--- src/rtl/tdc_thermo_decoder_pkg.sv ---
// tdc_pkg: shared constants, code-width helper and FSM state type for the TDC decoder.
package tdc_pkg;
  localparam int N_DEFAULT = 128;
  function automatic int code_width(input int n);
    return $clog2(n + 1);
  endfunction
  typedef enum logic {IDLE, RUN} tdc_dec_state_t;
endpackage

--- src/rtl/tdc_popcount.sv ---
// tdc_popcount: two-register-stage ones counter (group partials, then final sum) with valid passthrough.
module tdc_popcount import tdc_pkg::*; #(
  parameter int N     = N_DEFAULT,
  parameter int GROUP = 16
) (
  input  logic                     clk,
  input  logic                     clrn,
  input  logic [N-1:0]             bits_i,
  input  logic                     valid_i,
  output logic [code_width(N)-1:0] count_o,
  output logic                     valid_o
);
  localparam int CW = code_width(N);
  localparam int NG = (N + GROUP - 1) / GROUP;
  localparam int PW = code_width(GROUP);
  logic [NG*GROUP-1:0] bits;
  logic [PW-1:0]       part_d [NG];
  logic [PW-1:0]       part_q [NG];
  logic [CW-1:0]       sum_d, count_q;
  logic                v2_q, v3_q;
  // Zero-pad the last group when N is not a multiple of GROUP.
  assign bits = (NG*GROUP)'(bits_i);
  always_comb begin
    for (int g = 0; g < NG; g++) begin
      part_d[g] = '0;
      for (int b = 0; b < GROUP; b++) part_d[g] = part_d[g] + PW'(bits[g*GROUP+b]);
    end
  end
  always_comb begin
    sum_d = '0;
    for (int g = 0; g < NG; g++) sum_d = sum_d + CW'(part_q[g]);
  end
  always_ff @(posedge clk or negedge clrn) begin
    if (!clrn) begin
      part_q  <= '{default: '0};
      v2_q    <= 1'b0;
      count_q <= '0;
      v3_q    <= 1'b0;
    end else begin
      part_q  <= part_d;
      v2_q    <= valid_i;
      count_q <= sum_d;
      v3_q    <= v2_q;
    end
  end
  assign count_o = count_q;
  assign valid_o = v3_q;
endmodule

--- src/rtl/tdc_thermo_decoder.sv ---
// tdc_thermo_decoder: bubble-filtered thermometer-to-code pipeline with offset
// correction and a 2^LOG2_AVG trace averager behind a valid/ready register.
module tdc_thermo_decoder import tdc_pkg::*; #(
  parameter int N        = N_DEFAULT,
  parameter int LOG2_AVG = 4
) (
  input  logic                     clk,
  input  logic                     clrn,
  input  logic [N-1:0]             tap_in,
  input  logic                     sample_en,
  input  logic                     start,
  input  logic                     cont,
  input  logic [code_width(N)-1:0] offset,
  output logic                     chain_ena,
  output logic                     chain_clr,
  output logic [code_width(N)-1:0] code,
  output logic                     code_valid,
  output logic [code_width(N)-1:0] avg_data,
  output logic                     avg_valid,
  input  logic                     avg_ready,
  output logic                     busy,
  output logic                     overrun
);
  localparam int CW = code_width(N);
  localparam int AW = CW + LOG2_AVG;
  localparam logic [LOG2_AVG:0] LAST = (LOG2_AVG+1)'((1 << LOG2_AVG) - 1);
  logic [N-1:0]      t_q, f_q, t_lo, t_hi, f_d;
  logic              v0_q, v1_q, v3;
  logic [CW-1:0]     raw, code_d, code_q, off_q, avg_data_q;
  logic              code_valid_q, avg_valid_q, overrun_q, chain_clr_q;
  logic [AW-1:0]     acc_q, sum;
  logic [LOG2_AVG:0] cnt_q;
  logic              complete, load;
  tdc_dec_state_t    state_q, state_d;
  // Neighbours with the chain boundaries tied off: below bit 0 is 1, above bit N-1 is 0.
  assign t_lo = {t_q[N-2:0], 1'b1};
  assign t_hi = {1'b0, t_q[N-1:1]};
  assign f_d  = (t_lo & t_q) | (t_lo & t_hi) | (t_q & t_hi);
  tdc_popcount #(.N(N), .GROUP(16)) u_pop (
    .clk(clk), .clrn(clrn), .bits_i(f_q), .valid_i(v1_q), .count_o(raw), .valid_o(v3)
  );
  assign code_d = (raw > off_q) ? raw - off_q : '0;
  always_ff @(posedge clk or negedge clrn) begin
    if (!clrn) begin
      t_q          <= '0;
      v0_q         <= 1'b0;
      f_q          <= '0;
      v1_q         <= 1'b0;
      code_q       <= '0;
      code_valid_q <= 1'b0;
      chain_clr_q  <= 1'b0;
    end else begin
      t_q          <= tap_in;
      v0_q         <= sample_en;
      f_q          <= f_d;
      v1_q         <= v0_q;
      code_valid_q <= v3;
      if (v3) code_q <= code_d;
      chain_clr_q  <= start;
    end
  end
  always_ff @(posedge clk or negedge clrn) begin
    if (!clrn) state_q <= IDLE;
    else       state_q <= state_d;
  end
  always_comb state_d = start ? RUN : complete ? (cont ? RUN : IDLE) : state_q;
  always_comb busy = (state_q == RUN);
  // A start in the same cycle as the final code restarts the window instead of completing it.
  assign complete = busy && code_valid_q && !start && (cnt_q == LAST);
  assign sum      = acc_q + AW'(code_q);
  assign load     = complete && (!avg_valid_q || avg_ready);
  always_ff @(posedge clk or negedge clrn) begin
    if (!clrn) begin
      acc_q       <= '0;
      cnt_q       <= '0;
      off_q       <= '0;
      avg_data_q  <= '0;
      avg_valid_q <= 1'b0;
      overrun_q   <= 1'b0;
    end else begin
      if (start) begin
        acc_q <= '0;
        cnt_q <= '0;
        off_q <= offset;
      end else if (busy && code_valid_q) begin
        acc_q <= complete ? '0 : sum;
        cnt_q <= complete ? '0 : cnt_q + 1'b1;
      end
      if (load) avg_data_q <= sum[AW-1:LOG2_AVG];
      avg_valid_q <= load || (avg_valid_q && !avg_ready);
      overrun_q   <= !start && (overrun_q || (complete && avg_valid_q && !avg_ready));
    end
  end
  assign chain_ena  = sample_en;
  assign chain_clr  = chain_clr_q;
  assign code       = code_q;
  assign code_valid = code_valid_q;
  assign avg_data   = avg_data_q;
  assign avg_valid  = avg_valid_q;
  assign overrun    = overrun_q;
endmodule

--- config.mk ---
export PLATFORM = sky130hd
export DESIGN_NAME = tdc_thermo_decoder
export DESIGN_NICKNAME = d
export VERILOG_FILES = /design/src/rtl/tdc_thermo_decoder_pkg.sv /design/src/rtl/tdc_popcount.sv /design/src/rtl/tdc_thermo_decoder.sv
export SDC_FILE = /design/constraint.sdc
export NUM_CORES = 1
export LEC_CHECK = 0
export ABC_CLOCK_PERIOD_IN_PS = 4800
export CORE_MARGIN = 2
export CORE_UTILIZATION = 57
export DETAILED_ROUTE_END_ITERATION = 6
export PLACE_DENSITY = 0.81
export SLEW_MARGIN = 20
export SYNTH_ARGS = -nofsm -noshare
export SYNTH_HDL_FRONTEND = slang
export SYNTH_HIERARCHICAL = 1
export SYNTH_SLANG_ARGS = --single-unit
--- constraint.sdc ---
create_clock -name clk -period 4.8 [get_ports clk]
set_clock_uncertainty 0.15 [all_clocks]
set_input_delay 0.72 -clock clk [delete_from_list [all_inputs] [get_ports clk]]
set_output_delay 0.72 -clock clk [all_outputs]
set_load 0.03 [all_outputs]
# Yosys cells after proc, flatten, opt, wreduce, memory -nomap -nowiden
# Index checks and enable logic that the tools add are counted.
# op_classes
addsub	130
order_cmp	1
eq_ne	1
muxes	10
bitwise_logic	5
reduce_logical	16
# ops
operator	count
$add 5x1->5	112
$and 128x127->128	2
$or 128x128->128	2
$and 128x128->128	1
$add 8x5->8	6
$mux 12	3
$add 1x1->2	8
$mux 5	3
$add 12x8->12	1
$gt 8x8->1	1
$logic_and 1x1->1	8
$mux 8	1
$sub 8x8->8	1
$add 5x5->6	1
$add 5x1->5 const B	1
$eq 5x4->1 const B	1
$reduce_bool 2->1	2
$logic_not 1->1	3
$logic_or 1x1->1	3
$mux 1	3
# totals
reg_bits	354
inputBits	142
output_inout_bits	22
word_cells	188

# Depth between registers and ports, before layout
# logic_depth
word_depth	15
ltp_mapped	13
depth_no_buf	13

# By module
# The synthesis kept the hierarchy.
# by_module_without_submodules
mod	n_inst	cells_per_inst	area_each_um2	seq_area_each_um2
tdc_thermo_decoder	1	637	10256.1	7607.3
tdc_popcount	1	479	5313.8	1251.2

# Least setup slack after synthesis
# No wires, ideal clock.
# synth_path
path_kind	flip-flop to flip-flop
startpoint	register u_pop/part_q[2] (netlist name)
endpoint	register u_pop.count_q[6], in the netlist u_pop/count_o[6]
setup_time_ps	80
arrival_time_ps	3554
required_ps	4570
setup_slack_ps	1016
path_stages_with_launch	12
n_path_buf	0
period_less_slack_ps	3784
cell_sequence	dfrtp_1 -> fa_1 -> inv_1 -> fa_1 -> fa_1 -> fa_1 -> inv_1 -> ha_1 -> fa_1 -> a21o_1 -> a21oi_2 -> xnor2_1
# synth_via
elab_chain_len	1
# synth_rtl
item	line	source
start, declared	tdc_popcount.sv:18	logic [PW-1:0] part_q [NG];
start signal, assigned	tdc_popcount.sv:40	part_q <= part_d;
$add 8x5->8	tdc_popcount.sv:31	for (int g = 0; g < NG; g++) sum_d = sum_d + CW'(part_q[g]);
via u_pop.sum_d[6]	tdc_popcount.sv:19	logic [CW-1:0] sum_d, count_q;
end signal, assigned	tdc_popcount.sv:42	count_q <= sum_d;
end, declared	tdc_popcount.sv:19	
# The timed path passes the listed nets, and every way through them passes these cells.
# A chain may end at the register's enable or synchronous reset.

==> impl_metrics.tcl <==
set metrics [dict create \
    routed_via_density 4.95 \
    period_share_pct 82.3 \
    r2r-start "f_q[16]" \
    drt_iter0_drc 368 \
    netlist_instances 1116 \
    cts_hold_buf 0 \
    clock_tree.buffer_depth 3 \
    cpMostUsedCell "fa_1" \
    core_sq_um 26900 \
    synth-edff-count 0 \
    clk_pin_slew_ns 0.06 \
    synth_async_sr_flop_share_pct 100 \
    synthTopCellsByArea "dfrtp_1 57%, fa_1 14%, maj3_1 8.1%" \
    synth_warnings 6 \
    ys.flop_type "dfrtp_1" \
    cp_top_family "adder cells" \
    synth_most_common_cell "dfrtp_1" \
    syn2layout_area_growth_pct 21.4 \
    io_pins 164 \
    power_frac_clock_pct 21.4 \
    leakagePower_uw 0.00879 \
    vias 8346 \
    h-tree-depth 2 \
    place.gp.congestion 0.867 \
    cts_tree "built" \
    ant_nets 0 \
    status "finished clean" \
    n_fill_cell 1785 \
    netlist.area_leader.share_pct 56.9 \
    cts_resized 0 \
    grt_overflow 0 \
    end_kind "flop" \
    post_cts_buffers 0 \
    finalSetupTns_ns 0 \
    critPathLaunchType "flop" \
    seq_power_share_pct 28.4 \
    grt_max_degree 110 \
    std_cell_rows 60 \
    cp_slowest_stage_delay_ns 0.52 \
    die_area_sq_um 28700 \
    clk-insertion-delay-late_ns 0.52 \
    wl_um 25300 \
    critical-path-slowest-cell "fa_1" \
    fmax_ghz 0.253 \
    finalNonFillerCells 1685 \
    r2r_setup_slack_ns 0.85 \
    grt_pass1_vias 9219 \
    final_util_pct 70.3 \
    powerDensity_nw_per_um2 696 \
    ys_ff_latch 354 \
    dp_hpwl_um 18800 \
    post_drt_wl_per_cell_um 15.0 \
    crit_type "flop to flop" \
    cts.sinks 354 \
    internal-power_uw 8230 \
    drv_cap 0 \
    drc 0 \
    reg2reg_to "u_pop/part_q[34]" \
    slew_headroom_pct 35.6 \
    postSynthAreaPerCell_sq_um 14.0 \
    crit_required_ns 5.04 \
    swShare_pct 37.4 \
    worst_pin_slew_ns 0.964 \
    cp_cell_sequence "fa_1, ha_1, inv_1, fa_1, fa_1, fa_1, inv_1, fa_1, inv_1, fa_1, nor2b_1, o21ai_0, nand2b_1" \
    nets 1638 \
    path_max_fanout 2 \
    antenna_found_initial 0 \
    cts_root_buf "clkbuf_16" \
    drt_first_pass_iters 4 \
    p_sw_uw 4920 \
    die_h_um 169 \
    finalMaxSlewViolations 0 \
    numPortBuffers 163 \
    synth_common_cells "354 x dfrtp_1, 230 x inv_1, 126 x maj3_1" \
    rsz0062_at_grt "no" \
    antenna_cells 0 \
    reg2reg_depth 13 \
    hold_viol 0 \
    syn_area_sq_um 15600 \
    placedCellCount 1616 \
    min_path_type "input pin to async pin" \
    initial_core_util_pct 57.9 \
    finalSetupViolCount 0 \
    p_total_uw 13100 \
    worstPathArrival_ns 4.19 \
    ys_seq_area_share_pct 56.9 \
    path_buf_inv 3 \
    die_w_um 169 \
    yosysTopAreaCell "dfrtp_1" \
    synth_nets 1439 \
    peakVddDrop_mv 1.29 \
    numCtsBuffers 37 \
    drive_above_1_share_pct 6.25 \
    synth_cell_types 47 \
    combPwrFrac_pct 50.2 \
    grt_pass1_wl_um 43600 \
    grt_use_total_pct 19.2 \
    period_needed_ns 3.95 \
]
cells in the final DEF (no fill, tap or decap), drive strengths merged, types with 2 or more instances in the layout:
cell	count
a211oi	4
a21o	10
a21oi	30
a22o	6
buf	6
bufinv	3
clkbuf	49
clkdlybuf4s50	162
clkinv	14
dfrtp	354
fa	112
ha	69
inv	232
maj3	126
mux2	6
nand2	19
nand2b	8
nand3	5
nand4	2
nor2	12
nor2b	10
nor3	7
o211ai	5
o21a	9
o21ai	24
o21bai	2
o22ai	4
o31ai	2
o32ai	4
or3	5
xnor2	24
xor2	8
worst reg2reg max path, cell delays in order, from the launching register on:
cell and delay, ns:
dfrtp_1 0.38, fa_1 0.50, ha_1 0.29, inv_1 0.05, fa_1 0.52, fa_1 0.43
fa_1 0.50, inv_1 0.05, fa_1 0.38, inv_1 0.09, fa_1 0.22, nor2b_1 0.06
o21ai_0 0.15, nand2b_1 0.08
metrics by stage:
| step | instance area (sq um) | hold WS, ns | setup WS, ns |
|---|---|---|---|
| 6_report | 18900 | 0.127 | 0.850 |
| 3_5_place_dp | 17600 | 0.187 | 0.858 |
| 3_3_place_gp | 17600 | 0.182 | 0.954 |
| 5_1_grt | 18900 | 0.189 | 0.705 |
| 4_1_cts | 18900 | 0.163 | 0.834 |
| 2_1_floorplan | 15600 | 0.181 | 1.02 |
power groups by stage:
stage	clock network [uW]	logic [uW]	registers (uW)
2_1_floorplan	0	5030	3790
3_3_place_gp	0	6290	3780
3_5_place_dp	0	6680	3790
4_1_cts	2890	6750	3740
5_1_grt	3020	7680	3780
6_report	2810	6600	3740
logic make-up (layout without fill, tap and decap cells):
| group | count (synthesis) | in the layout | share of synthesized area (%) |
|---|---|---|---|
| AOI/OAI and AO/OA | 107 | 107 | 4.48 |
| adders and majority gates | 307 | 307 | 28.0 |
| muxes | 6 | 6 | 0.530 |
| buffers and inverters | 239 | 467 | 5.84 |
| DFF | 354 | 354 | 56.9 |
| and+or+nand+nor | 71 | 71 | 2.40 |
| xor gates and xnor gates | 32 | 32 | 1.80 |
worst max-delay path by stage:
stage | from | end | slack [ns] | cells after the start
final | f_q[16] | u_pop/part_q[34] | 0.85 | 13
after global placement | u_pop/part_q[2] | u_pop/count_o[6] | 0.95 | 11
after global routing | u_pop/part_q[2] | u_pop/count_o[6] | 0.70 | 11
after CTS | u_pop/part_q[2] | u_pop/count_o[6] | 0.83 | 11
after detailed placement | u_pop/part_q[2] | u_pop/count_o[6] | 0.86 | 11
after floorplan | u_pop/part_q[2] | u_pop/count_o[6] | 1.02 | 11
cell type report:
| type | count | area [sq um] | share of cell area [%] |
|---|---|---|---|
| Clock inverter | 20 | 211 | 1.12 |
| Timing Repair Buffer | 169 | 1710 | 9.03 |
| Multi-Input combinational cell | 523 | 5800 | 30.7 |
| Sequential cell | 354 | 8860 | 46.9 |
| Inverter | 230 | 863 | 4.57 |
| Clock buffer | 48 | 1030 | 5.44 |
| Tap cell | 341 | 427 | 2.26 |
state kept, by name (all words and copies together), names as in the netlist, 5 cells and up:
register       count
code               8
acc_q             12
off_q              8
u_pop/count_o      8
u_pop/part_q      40
cnt_q              5
f_q              128
t_q              128
avg_data           8
routing by layer:
metal	global-route usage (%)	vias to the layer above	share of wire [%]
met2	34.0	188	53
li1	-	3947	-
met1	24.0	4163	40
met3	3.50	48	4.3
met5	0	-	0
met4	6.54	0	2.7
Note: power is estimated with default switching activity, not from simulation.
